### config.mk
export PLATFORM = sky130hd
export DESIGN_NAME = sw_result_collector
export DESIGN_NICKNAME = d
export VERILOG_FILES = /design/src/rtl/sw_result_collector_pkg.sv /design/src/rtl/sw_rec_fifo.sv /design/src/rtl/sw_result_collector.sv
export SDC_FILE = /design/constraint.sdc
export NUM_CORES = 1
export LEC_CHECK = 0
export CORE_MARGIN = 10
export CORE_UTILIZATION = 49
export DETAILED_ROUTE_END_ITERATION = 8
export PLACE_DENSITY = 0.81
export SETUP_SLACK_MARGIN = 0.15
export SYNTH_ARGS = -nofsm -noshare
export SYNTH_HDL_FRONTEND = slang
export SYNTH_HIERARCHICAL = 1
export SYNTH_SLANG_ARGS = --single-unit
### constraint.sdc
create_clock -name clk -period 4.59 [get_ports clk]
set_input_delay 0.918 -clock clk [delete_from_list [all_inputs] [get_ports clk]]
set_output_delay 0.918 -clock clk [all_outputs]
set_load 0.01 [all_outputs]
### src/rtl/sw_result_collector_pkg.sv
// Shared widths, FSM encoding and record layout for sw_result_collector.
// CALC_BIT / MAX_T_NUM_BIT may be set externally; otherwise the defaults below apply.
`ifndef CALC_BIT
`define CALC_BIT 16
`endif
`ifndef MAX_T_NUM_BIT
`define MAX_T_NUM_BIT 8
`endif

package sw_result_collector_pkg;

   localparam int unsigned CALC_W = `CALC_BIT;
   localparam int unsigned MAXT_W = `MAX_T_NUM_BIT;
   // Target count must hold 2^MAXT_W, hence one extra bit.
   localparam int unsigned TNUM_W = MAXT_W + 1;

   typedef enum logic [1:0] {
      StIdle  = 2'd0,
      StRun   = 2'd1,
      StDrain = 2'd2,
      StDone  = 2'd3
   } state_e;

   // Record = {q_idx, rec_body_t}; q_idx width is a per-instance parameter.
   typedef struct packed {
      logic [MAXT_W-1:0] match_idx;
      logic [CALC_W-1:0] score;
      logic [TNUM_W-1:0] t_num;
   } rec_body_t;

   localparam int unsigned REC_BODY_W = $bits(rec_body_t);

   function automatic int unsigned rec_width(input int unsigned q_idx_w);
      return q_idx_w + REC_BODY_W;
   endfunction

endpackage

### src/rtl/sw_rec_fifo.sv
// First-word-fall-through record FIFO with synchronous reset and clear.
// A push into a full FIFO is accepted only when a pop happens in the same cycle.
module sw_rec_fifo #(
   parameter int unsigned DEPTH = 4,
   parameter int unsigned WIDTH = 8
) (
   input  logic             clk,
   input  logic             rst,
   input  logic             i_clr,
   input  logic             i_push,
   input  logic [WIDTH-1:0] i_data,
   input  logic             i_pop,
   output logic [WIDTH-1:0] o_data,
   output logic             o_full,
   output logic             o_empty
);

   localparam int unsigned AW = $clog2(DEPTH);
   localparam logic [AW:0] PTR_ONE = 1;

   logic [WIDTH-1:0] r_mem [DEPTH];
   logic [AW:0]      r_wr_ptr;
   logic [AW:0]      r_rd_ptr;
   logic             w_do_push;
   logic             w_do_pop;

   assign o_empty   = (r_wr_ptr == r_rd_ptr);
   assign o_full    = (r_wr_ptr[AW] != r_rd_ptr[AW]) &&
                      (r_wr_ptr[AW-1:0] == r_rd_ptr[AW-1:0]);
   assign w_do_pop  = i_pop & ~o_empty;
   assign w_do_push = i_push & (~o_full | w_do_pop);
   assign o_data    = r_mem[r_rd_ptr[AW-1:0]];

   always_ff @(posedge clk) begin
      if (rst || i_clr) begin
         r_wr_ptr <= '0;
         r_rd_ptr <= '0;
      end else begin
         if (w_do_push) r_wr_ptr <= r_wr_ptr + PTR_ONE;
         if (w_do_pop)  r_rd_ptr <= r_rd_ptr + PTR_ONE;
      end
   end

   // Storage needs no reset: the head is only meaningful while non-empty.
   always_ff @(posedge clk) begin
      if (w_do_push && !(rst || i_clr)) r_mem[r_wr_ptr[AW-1:0]] <= i_data;
   end

endmodule

### src/rtl/sw_result_collector.sv
// Collects per-query best-match records from SmithWaterman into a small FIFO.
// Optional SW_RESULT_THRESH_EN drops records whose best score is below threshold_i.
module sw_result_collector
   import sw_result_collector_pkg::*;
#(
   parameter int unsigned FIFO_DEPTH = 4,
   parameter int unsigned Q_IDX_BIT  = 8
) (
   input  logic                 clk,
   input  logic                 rst,
   input  logic                 start_i,
   input  logic                 busy_i,
   input  logic                 valid_i,
   input  logic                 change_q_i,
   input  logic [CALC_W-1:0]    result_i,
   input  logic [CALC_W-1:0]    max_result_i,
   input  logic [MAXT_W-1:0]    match_idx_i,
   input  logic [CALC_W-1:0]    threshold_i,
   output logic                 rec_valid_o,
   input  logic                 rec_ready_i,
   output logic [Q_IDX_BIT-1:0] rec_q_idx_o,
   output logic [MAXT_W-1:0]    rec_match_idx_o,
   output logic [CALC_W-1:0]    rec_score_o,
   output logic [TNUM_W-1:0]    rec_t_num_o,
   output logic                 ovf_o,
   output logic                 err_o,
   output logic                 done_o
);

   localparam int unsigned          REC_W = rec_width(Q_IDX_BIT);
   localparam logic [TNUM_W-1:0]    T_ONE = 1;
   localparam logic [TNUM_W-1:0]    T_SAT = {1'b1, {MAXT_W{1'b0}}};
   localparam logic [Q_IDX_BIT-1:0] Q_ONE = 1;

   state_e               r_state;
   state_e               w_state_nxt;
   logic                 r_busy_seen;
   logic [TNUM_W-1:0]    r_t_cnt;
   logic [Q_IDX_BIT-1:0] r_q_cnt;
   logic                 r_ovf;
   logic                 r_err;

   logic                 w_accept;
   logic                 w_tgt;
   logic                 w_query;
   logic                 w_keep;
   logic                 w_push;
   logic                 w_pop;
   logic                 w_full;
   logic                 w_empty;
   rec_body_t            w_body;
   rec_body_t            w_head_body;
   logic [Q_IDX_BIT-1:0] w_head_q;
   logic [REC_W-1:0]     w_push_data;
   logic [REC_W-1:0]     w_head_data;
   logic                 w_unused_inputs;

   // A start pulse owns its cycle: any coincident valid_i is ignored.
   assign w_accept = (r_state == StRun) & valid_i & ~start_i;
   assign w_tgt    = w_accept & ~change_q_i;
   assign w_query  = w_accept & change_q_i;

`ifdef SW_RESULT_THRESH_EN
   assign w_keep          = (max_result_i >= threshold_i);
   assign w_unused_inputs = ^result_i;
`else
   assign w_keep          = 1'b1;
   assign w_unused_inputs = ^{result_i, threshold_i};
`endif

   assign w_push = w_query & w_keep;
   assign w_pop  = rec_valid_o & rec_ready_i;

   always_comb begin
      w_body           = '0;
      w_body.match_idx = match_idx_i;
      w_body.score     = max_result_i;
      w_body.t_num     = r_t_cnt + T_ONE;
   end

   assign w_push_data = {r_q_cnt, w_body};

   sw_rec_fifo #(
      .DEPTH (FIFO_DEPTH),
      .WIDTH (REC_W)
   ) u_fifo (
      .clk     (clk),
      .rst     (rst),
      .i_clr   (start_i),
      .i_push  (w_push),
      .i_data  (w_push_data),
      .i_pop   (w_pop),
      .o_data  (w_head_data),
      .o_full  (w_full),
      .o_empty (w_empty)
   );

   assign {w_head_q, w_head_body} = w_head_data;

   // Fields read as zero whenever no record is presented.
   assign rec_valid_o     = ~w_empty;
   assign rec_q_idx_o     = w_empty ? '0 : w_head_q;
   assign rec_match_idx_o = w_empty ? '0 : w_head_body.match_idx;
   assign rec_score_o     = w_empty ? '0 : w_head_body.score;
   assign rec_t_num_o     = w_empty ? '0 : w_head_body.t_num;

   assign ovf_o  = r_ovf;
   assign err_o  = r_err;
   assign done_o = (r_state == StDone);

   always_comb begin
      w_state_nxt = r_state;
      if (start_i) begin
         w_state_nxt = StRun;
      end else begin
         unique case (r_state)
            StIdle:  w_state_nxt = StIdle;
            StRun:   if (r_busy_seen && !busy_i) w_state_nxt = StDrain;
            StDrain: if (w_empty) w_state_nxt = StDone;
            StDone:  w_state_nxt = StDone;
         endcase
      end
   end

   always_ff @(posedge clk) begin
      if (rst) r_state <= StIdle;
      else     r_state <= w_state_nxt;
   end

   always_ff @(posedge clk) begin
      if (rst || start_i) begin
         r_busy_seen <= 1'b0;
         r_t_cnt     <= '0;
         r_q_cnt     <= '0;
         r_ovf       <= 1'b0;
         r_err       <= 1'b0;
      end else begin
         if ((r_state == StRun) && busy_i) r_busy_seen <= 1'b1;
         if (w_tgt && (r_t_cnt != T_SAT)) r_t_cnt <= r_t_cnt + T_ONE;
         if (w_query) begin
            r_t_cnt <= '0;
            r_q_cnt <= r_q_cnt + Q_ONE;
            if ({1'b0, match_idx_i} > r_t_cnt) r_err <= 1'b1;
         end
         if (w_push && w_full && !w_pop) r_ovf <= 1'b1;
      end
   end

endmodule

==> results.py, run 1 <==
metrics = {
    "finish": {
        "multi_input_area_sq_um": 2290,
        "final_cells": 787,
        "num-fill-cells": 1166,
        "nets": 637,
        "drive_gt1_share_pct": 15.6,
        "seq_area_sq_um": 5530,
        "design_area_sq_um": 9580,
        "syn_to_final_growth_pct": 20.2,
        "diodes": 0,
        "utilization_pct": 60.3,
    },
    "synthesis": {
        "synth_edf_count": 164,
        "ys.flop_type": "edfxtp_1",
        "synth_top_area_share_pct": 61.8,
        "ys_top_cells_by_count": "164 x edfxtp_1, 44 x nor2b_1, 41 x mux4_2, 30 x dfxtp_1, 25 x nor2_1",
        "syn-num-nets": 554,
        "synth.most_common_cell": "edfxtp_1",
        "synthesis.area_sq_um": 7970,
        "postSynthAreaPerCell_sq_um": 16.8,
        "ys_warn_count": 6,
        "synth_area_leader_cell": "edfxtp_1",
        "synth-seq-cells": 194,
        "ys_top_cells_by_area": "edfxtp_1 62%, mux4_2 12%, dfxtp_1 7.5%",
        "synth_seq_area_share_pct": 69.3,
        "async_flop_share_pct": 0,
        "syn-instance-count": 475,
        "synth.distinct_cells": 41,
    },
    "clock_network": {
        "clock-sinks": 194,
        "tritoncts": "yes",
        "htree_levels": 4,
        "cts_made_buffers": 17,
        "clk_latency_ps": 430,
        "cts_setup_buffers": 0,
        "clkSlewWorstSetupHoldPaths_ps": 70,
        "clockBufferDepth": 2,
        "cts-hold-fix-buffers": 0,
        "clock-root-buffer": "clkbuf_16",
        "ctsResizeCount": 0,
    },
    "timing": {
        "period_needed_ps": 3620,
        "rsz0062_at_grt": "false",
        "fin_ws_ps": 974,
        "fin_crit_sh_pct": 78.8,
        "max_freq_ghz": 0.277,
        "maxSlewViolCount": 0,
        "finalHoldViolCount": 0,
        "timing.slew.headroom_pct": 38.2,
        "worstMarginPinSlew_ps": 927,
        "fin_tns_setup_ps": 0,
        "finalSetupViolCount": 0,
        "fin_worst_skew_ps": 8.48,
    },
    "placement": {
        "placed_area_sq_um": 8990,
        "routabilityCongestion": 0.933,
        "placed_cells": 755,
        "place_ws_ps": 1080,
        "port_buffers": 75,
        "hpwl_um": 9750,
    },
    "worst_setup_path": {
        "start_kind": "flop",
        "crit_fanout": 33,
        "r2r_slack_ps": 1880,
        "arrival_ps": 2700,
        "worstRegToRegCells": 7,
        "critical_path_class": "reg2out",
        "worstReg2RegEnd": "u_fifo/r_mem[1][34]",
        "endpoint_kind": "primary output",
        "critPathRequiredTime_ps": 3670,
        "r2r-start": "u_fifo/r_wr_ptr[1]",
    },
    "power": {
        "p_per_area_nw_per_um2": 357,
        "p_leak_nw": 3.05,
        "max-vdd-ir-drop_uv": 314,
    },
    "die": {
        "dieArea_sq_um": 21800,
        "num_rows": 46,
        "core_sq_um": 15900,
        "io-pin-count": 108,
        "fp.dieH_um": 148,
        "initial_utilization_pct": 50.2,
        "chipWidth_um": 148,
    },
    "grt": {
        "grt_max_degree": 44,
        "track_usage_pct": 14.7,
        "grt_pass1_vias": 4568,
        "antenna_found_initial": 0,
        "grt_pass1_wl_um": 24800,
        "grt_remaining_overflow": 0,
    },
    "drt": {
        "routed_wl_um": 15400,
        "routedWlPerCell_um": 19.6,
        "ant_nets": 0,
        "drcViolationCount": 0,
        "drt_first_pass_iters": 4,
        "via_count": 4330,
        "drt_iter0_markers": 326,
        "vias_per_cell": 5.50,
    },
    "run_status": {
        "status": "finished, final reports clean",
    },
    "hold_path": {
        "min_from": "err_o",
        "whs_path_depth": 2,
        "hold_class": "reg2reg",
        "hold_end": "err_o",
    },
    "run": {
        "maxCapViolCount": 0,
    },
}
final cells by class:
type                       count  area share, %
clock buffer                  17           4.44
multi-input combinational    239           23.9
tap                          216           2.82
sequential                   194           57.7
clock inverter                15           1.69
timing repair buffer          82           8.52
inverter                      24          0.941
layout by cell type, fill, tap and decap left out, types with 3 or more instances in the layout:
| cell | n |
|---|---|
| edfxtp_1 | 164 |
| clkdlybuf4s50_1 | 75 |
| nor2b_1 | 44 |
| mux4_2 | 41 |
| dfxtp_1 | 28 |
| nor2_1 | 24 |
| inv_1 | 23 |
| nand2_1 | 20 |
| clkbuf_16 | 17 |
| ha_1 | 16 |
| xnor2_1 | 15 |
| xor2_1 | 12 |
| a21oi_1 | 8 |
| mux2i_1 | 7 |
| nand4_1 | 6 |
| clkinv_4 | 6 |
| buf_4 | 6 |
| a31oi_1 | 5 |
| nand3_1 | 4 |
| o211ai_1 | 3 |
| o21ai_0 | 3 |
| or3_1 | 3 |
| clkinv_1 | 3 |
| nor3_2 | 3 |
power by group:
| group | total, mW | switching (mW) | internal, mW |
|---|---|---|---|
| logic | 0.0756 | 0.0385 | 0.0371 |
| clock network | 1.44 | 0.634 | 0.807 |
| registers | 1.90 | 0.00203 | 1.90 |
worst max path at each step:
stage,startpoint,endpoint
after global placement,start_i,u_fifo/r_mem[1][19]
after detailed placement,start_i,u_fifo/r_mem[0][21]
after floorplan,start_i,u_fifo/r_mem[0][0]
after CTS,flop,rec_score_o[14]
after global routing,flop,rec_score_o[14]
final,flop,rec_score_o[14]
state kept, by name (all words and copies together), names as in the netlist, named ones only:
register         flops
r_q_cnt              8
r_state              2
u_fifo/r_rd_ptr      3
ovf_o                1
r_busy_seen          1
u_fifo/r_mem       164
u_fifo/r_wr_ptr      3
r_t_cnt              9
err_o                1
critical path: stages (launching register included):
cell             delay (ps)
dfxtp_2                 940
buf_4                   330
mux4_2                  320
nor2b_1                 150
clkdlybuf4s50_1         510
cell families after synthesis:
family,Yosys count,synth area share [%]
compound gates,25,2.12
buf+inv,42,2.28
simple gates,123,8.34
xor+xnor,27,2.97
flops,194,69.3
mux,48,12.5
fa+ha+maj,16,2.51
stage by stage:
stage               hold WS, ps  power, mW
finish                      477       3.42
global route                514       3.52
CTS                         481       3.44
detailed placement          468       2.02
global placement            445       2.01
floorplan                   461       1.96
layer usage:
layer,vias to the layer above,share of wire [%],track usage [%]
li1,1971,-,-
met1,2202,41,17.7
met2,137,51,24.1
met3,20,6.2,4.46
met4,0,1.7,5.95
met5,-,0,0
Note: power is estimated with default switching activity, not from simulation.
==> inputs of run 2 (changes only) <==
--- a/config.mk
+++ b/config.mk
@@ -6,9 +6,9 @@
 export NUM_CORES = 1
 export LEC_CHECK = 0
 export CORE_MARGIN = 10
-export CORE_UTILIZATION = 49
+export CORE_UTILIZATION = 55
 export DETAILED_ROUTE_END_ITERATION = 8
-export PLACE_DENSITY = 0.81
+export PLACE_DENSITY = 0.86
 export SETUP_SLACK_MARGIN = 0.15
 export SYNTH_ARGS = -nofsm -noshare
 export SYNTH_HDL_FRONTEND = slang
==> constraint.sdc (replaced) <==
create_clock -name clk -period 3.4 [get_ports clk]
set_input_delay 0.68 -clock clk [delete_from_list [all_inputs] [get_ports clk]]
set_output_delay 0.68 -clock clk [all_outputs]
set_load 0.01 [all_outputs]
==> run 2 against run 1 <==
Compared with the run above:
- sequential power increased by 35%
- combinational power increased by 39%
- register-to-register slack got worse by 1200 ps
- critical path type unchanged
- largest cell class unchanged
- highest routed layer unchanged
==> results.py, run 2 (synthesized netlist as in run 1, its figures left out) <==
metrics = {
    "finish": {
        "num-fill-cells": 865,
        "largest_reg_flops": 164,
        "utilization_pct": 69.4,
        "design_area_sq_um": 9740,
        "diodes": 0,
        "syn_to_final_growth_pct": 22.2,
        "drive_gt1_share_pct": 17.0,
        "layout_common_cells": "164 x edfxtp_1, 75 x clkdlybuf4s50_1, 44 x nor2b_1",
        "final_cells": 757,
        "nets": 643,
        "final_common_cell": "edfxtp_1",
    },
    "run_status": {
        "status": "finished, final reports clean",
    },
    "placement": {
        "routabilityCongestion": 0.829,
        "placed_cells": 725,
        "place_ws_ps": 403,
        "hpwl_um": 10300,
        "placed_area_sq_um": 9080,
        "port_buffers": 75,
    },
    "timing": {
        "worstMarginPinSlew_ps": 1060,
        "rsz0062_at_grt": "false",
        "timing.slew.headroom_pct": 28.5,
        "fin_crit_sh_pct": 90.8,
        "finalHoldViolCount": 0,
        "fin_ws_ps": 314,
        "fin_worst_skew_ps": 6.00,
        "finalSetupViolCount": 0,
        "hold-worst-slack_ps": 457,
        "maxSlewViolCount": 0,
        "max_freq_ghz": 0.324,
        "period_needed_ps": 3090,
    },
    "worst_setup_path": {
        "critical_path_class": "reg2out",
        "worstReg2RegEnd": "u_fifo/r_mem[1][18]",
        "cp_slowest_cell": "mux4_2",
        "crit_end": "rec_t_num_o[0]",
        "worstPathCellList": "buf_4 > mux4_2 > nor2b_1 > clkdlybuf4s50_1",
        "r2r-start": "u_fifo/r_wr_ptr[2]",
        "crit_fanout": 9,
        "path_buf_inv": 2,
        "endpoint_kind": "primary output",
        "worst-path-stages": 4,
        "worstRegToRegCells": 7,
        "critical-path-top-delay-family": "buffers and inverters",
        "cpPeakStageDelay_ps": 570,
        "critPathRequiredTime_ps": 2720,
        "arrival_ps": 2410,
        "start_kind": "flop",
        "r2r_slack_ps": 670,
    },
    "power": {
        "power_frac_comb_pct": 2.2,
        "max-vdd-ir-drop_uv": 385,
        "p_sw_mw": 0.873,
        "p_sw_share_pct": 18.2,
        "clkPwrFrac_pct": 44.2,
        "p_int_mw": 3.91,
        "p_leak_nw": 3.15,
        "p_per_area_nw_per_um2": 492,
        "seq_power_share_pct": 53.6,
    },
    "grt": {
        "grt_max_degree": 44,
        "grt_remaining_overflow": 0,
        "track_usage_pct": 17.2,
        "grt_pass1_vias": 4555,
        "grt_pass1_wl_um": 26100,
        "antenna_found_initial": 0,
    },
    "die": {
        "io-pin-count": 108,
        "num_rows": 43,
        "dieArea_sq_um": 19700,
        "initial_utilization_pct": 56.8,
        "chipWidth_um": 140,
        "fp.dieH_um": 140,
        "core_sq_um": 14000,
    },
    "hold_path": {
        "hold_class": "reg2reg",
    },
    "drt": {
        "vias_per_cell": 5.86,
        "drt_iter0_markers": 351,
        "via_count": 4435,
        "drt_first_pass_iters": 4,
        "routedWlPerCell_um": 21.6,
        "drcViolationCount": 0,
        "ant_nets": 0,
        "routed_wl_um": 16400,
    },
    "clock_network": {
        "clockBufferDepth": 2,
        "tritoncts": "yes",
        "clock-root-buffer": "clkbuf_16",
        "cts_made_buffers": 17,
        "clock-sinks": 194,
        "clk_latency_ps": 430,
        "clkSlewWorstSetupHoldPaths_ps": 70,
        "htree_levels": 4,
        "cts-hold-fix-buffers": 0,
    },
    "run": {
        "maxCapViolCount": 0,
    },
}
-- run 2: changes by cell type in the layout (fill, tap and decap cells not counted), moves of 3 or more --
| cell | delta |
|---|---|
| nor3_4 | +3 |
| buf_12 | +6 |
| clkinv_2 | +3 |
| bufinv_16 | +3 |
| clkinv_4 | -6 |
| nor3_2 | -3 |
-- run 2: layer usage --
| layer | GRT usage [%] | wire length [um] | up-vias |
|---|---|---|---|
| li1 | - | - | 1983 |
| met3 | 5.10 | 1210 | 28 |
| met1 | 21.6 | 6690 | 2233 |
| met2 | 27.2 | 8100 | 191 |
| met5 | 0 | 0 | - |
| met4 | 6.96 | 366 | 0 |
-- run 2: how the worst min path moves through the flow --
| stage | slack, ps | to | cells past startpoint | start |
|---|---|---|---|---|
| detailed placement | 440 | err_o | 2 | err_o |
| global route | 500 | err_o | 2 | err_o |
| CTS | 460 | err_o | 2 | err_o |
| floorplan | 460 | r_busy_seen | 2 | r_busy_seen |
| global placement | 460 | err_o | 2 | err_o |
| finish | 460 | err_o | 2 | err_o |
-- run 2: what timing repair did --
action / CTS / global route
endpoints found under the hold margin: 0 / 0
setup buffers: 0 / 0
resized for setup: 1 / 2
setup endpoints to repair: 1 / 1
cloned: 0 / 0
-- run 2: power by group through the flow --
stage	clock [mW]	sequential [mW]	combinational, mW
global placement	0	2.62	0.0980
CTS	2.15	2.57	0.105
global route	2.26	2.57	0.114
detailed placement	0	2.62	0.103
floorplan	0	2.62	0.0341
finish	2.12	2.57	0.105
-- run 2: final cells by class --
type,instances,area [sq um],share of cell area [%]
clock buffer,17,425,4.37
clock inverter,15,213,2.18
inverter,24,90.1,0.925
multi-input combinational,239,2320,23.8
sequential,194,5530,56.8
tap,180,225,2.31
timing repair buffer,88,936,9.61
-- run 2: tightest hold or removal path, cell delays in order, from the launching register on --
cell and delay [ps]:
dfxtp_1 320, inv_1 50, a21oi_1 50
-- run 2: stage by stage --
| step | power (mW) | setup TNS [ps] |
|---|---|---|
| 4_1_cts | 4.83 | 0 |
| 5_1_grt | 4.94 | 0 |
| 6_report | 4.79 | 0 |
| 2_1_floorplan | 2.65 | -642 |
| 3_5_place_dp | 2.72 | 0 |
| 3_3_place_gp | 2.72 | 0 |
==> inputs of run 3 (changes only) <==
--- a/config.mk
+++ b/config.mk
@@ -10,6 +10,7 @@
 export DETAILED_ROUTE_END_ITERATION = 8
 export PLACE_DENSITY = 0.86
 export SETUP_SLACK_MARGIN = 0.15
+export SKIP_LAST_GASP = 1
 export SYNTH_ARGS = -nofsm -noshare
 export SYNTH_HDL_FRONTEND = slang
 export SYNTH_HIERARCHICAL = 1
==> results of run 3 <==
Same layout as run 2: the final DEF is identical, and so are final timing and power.
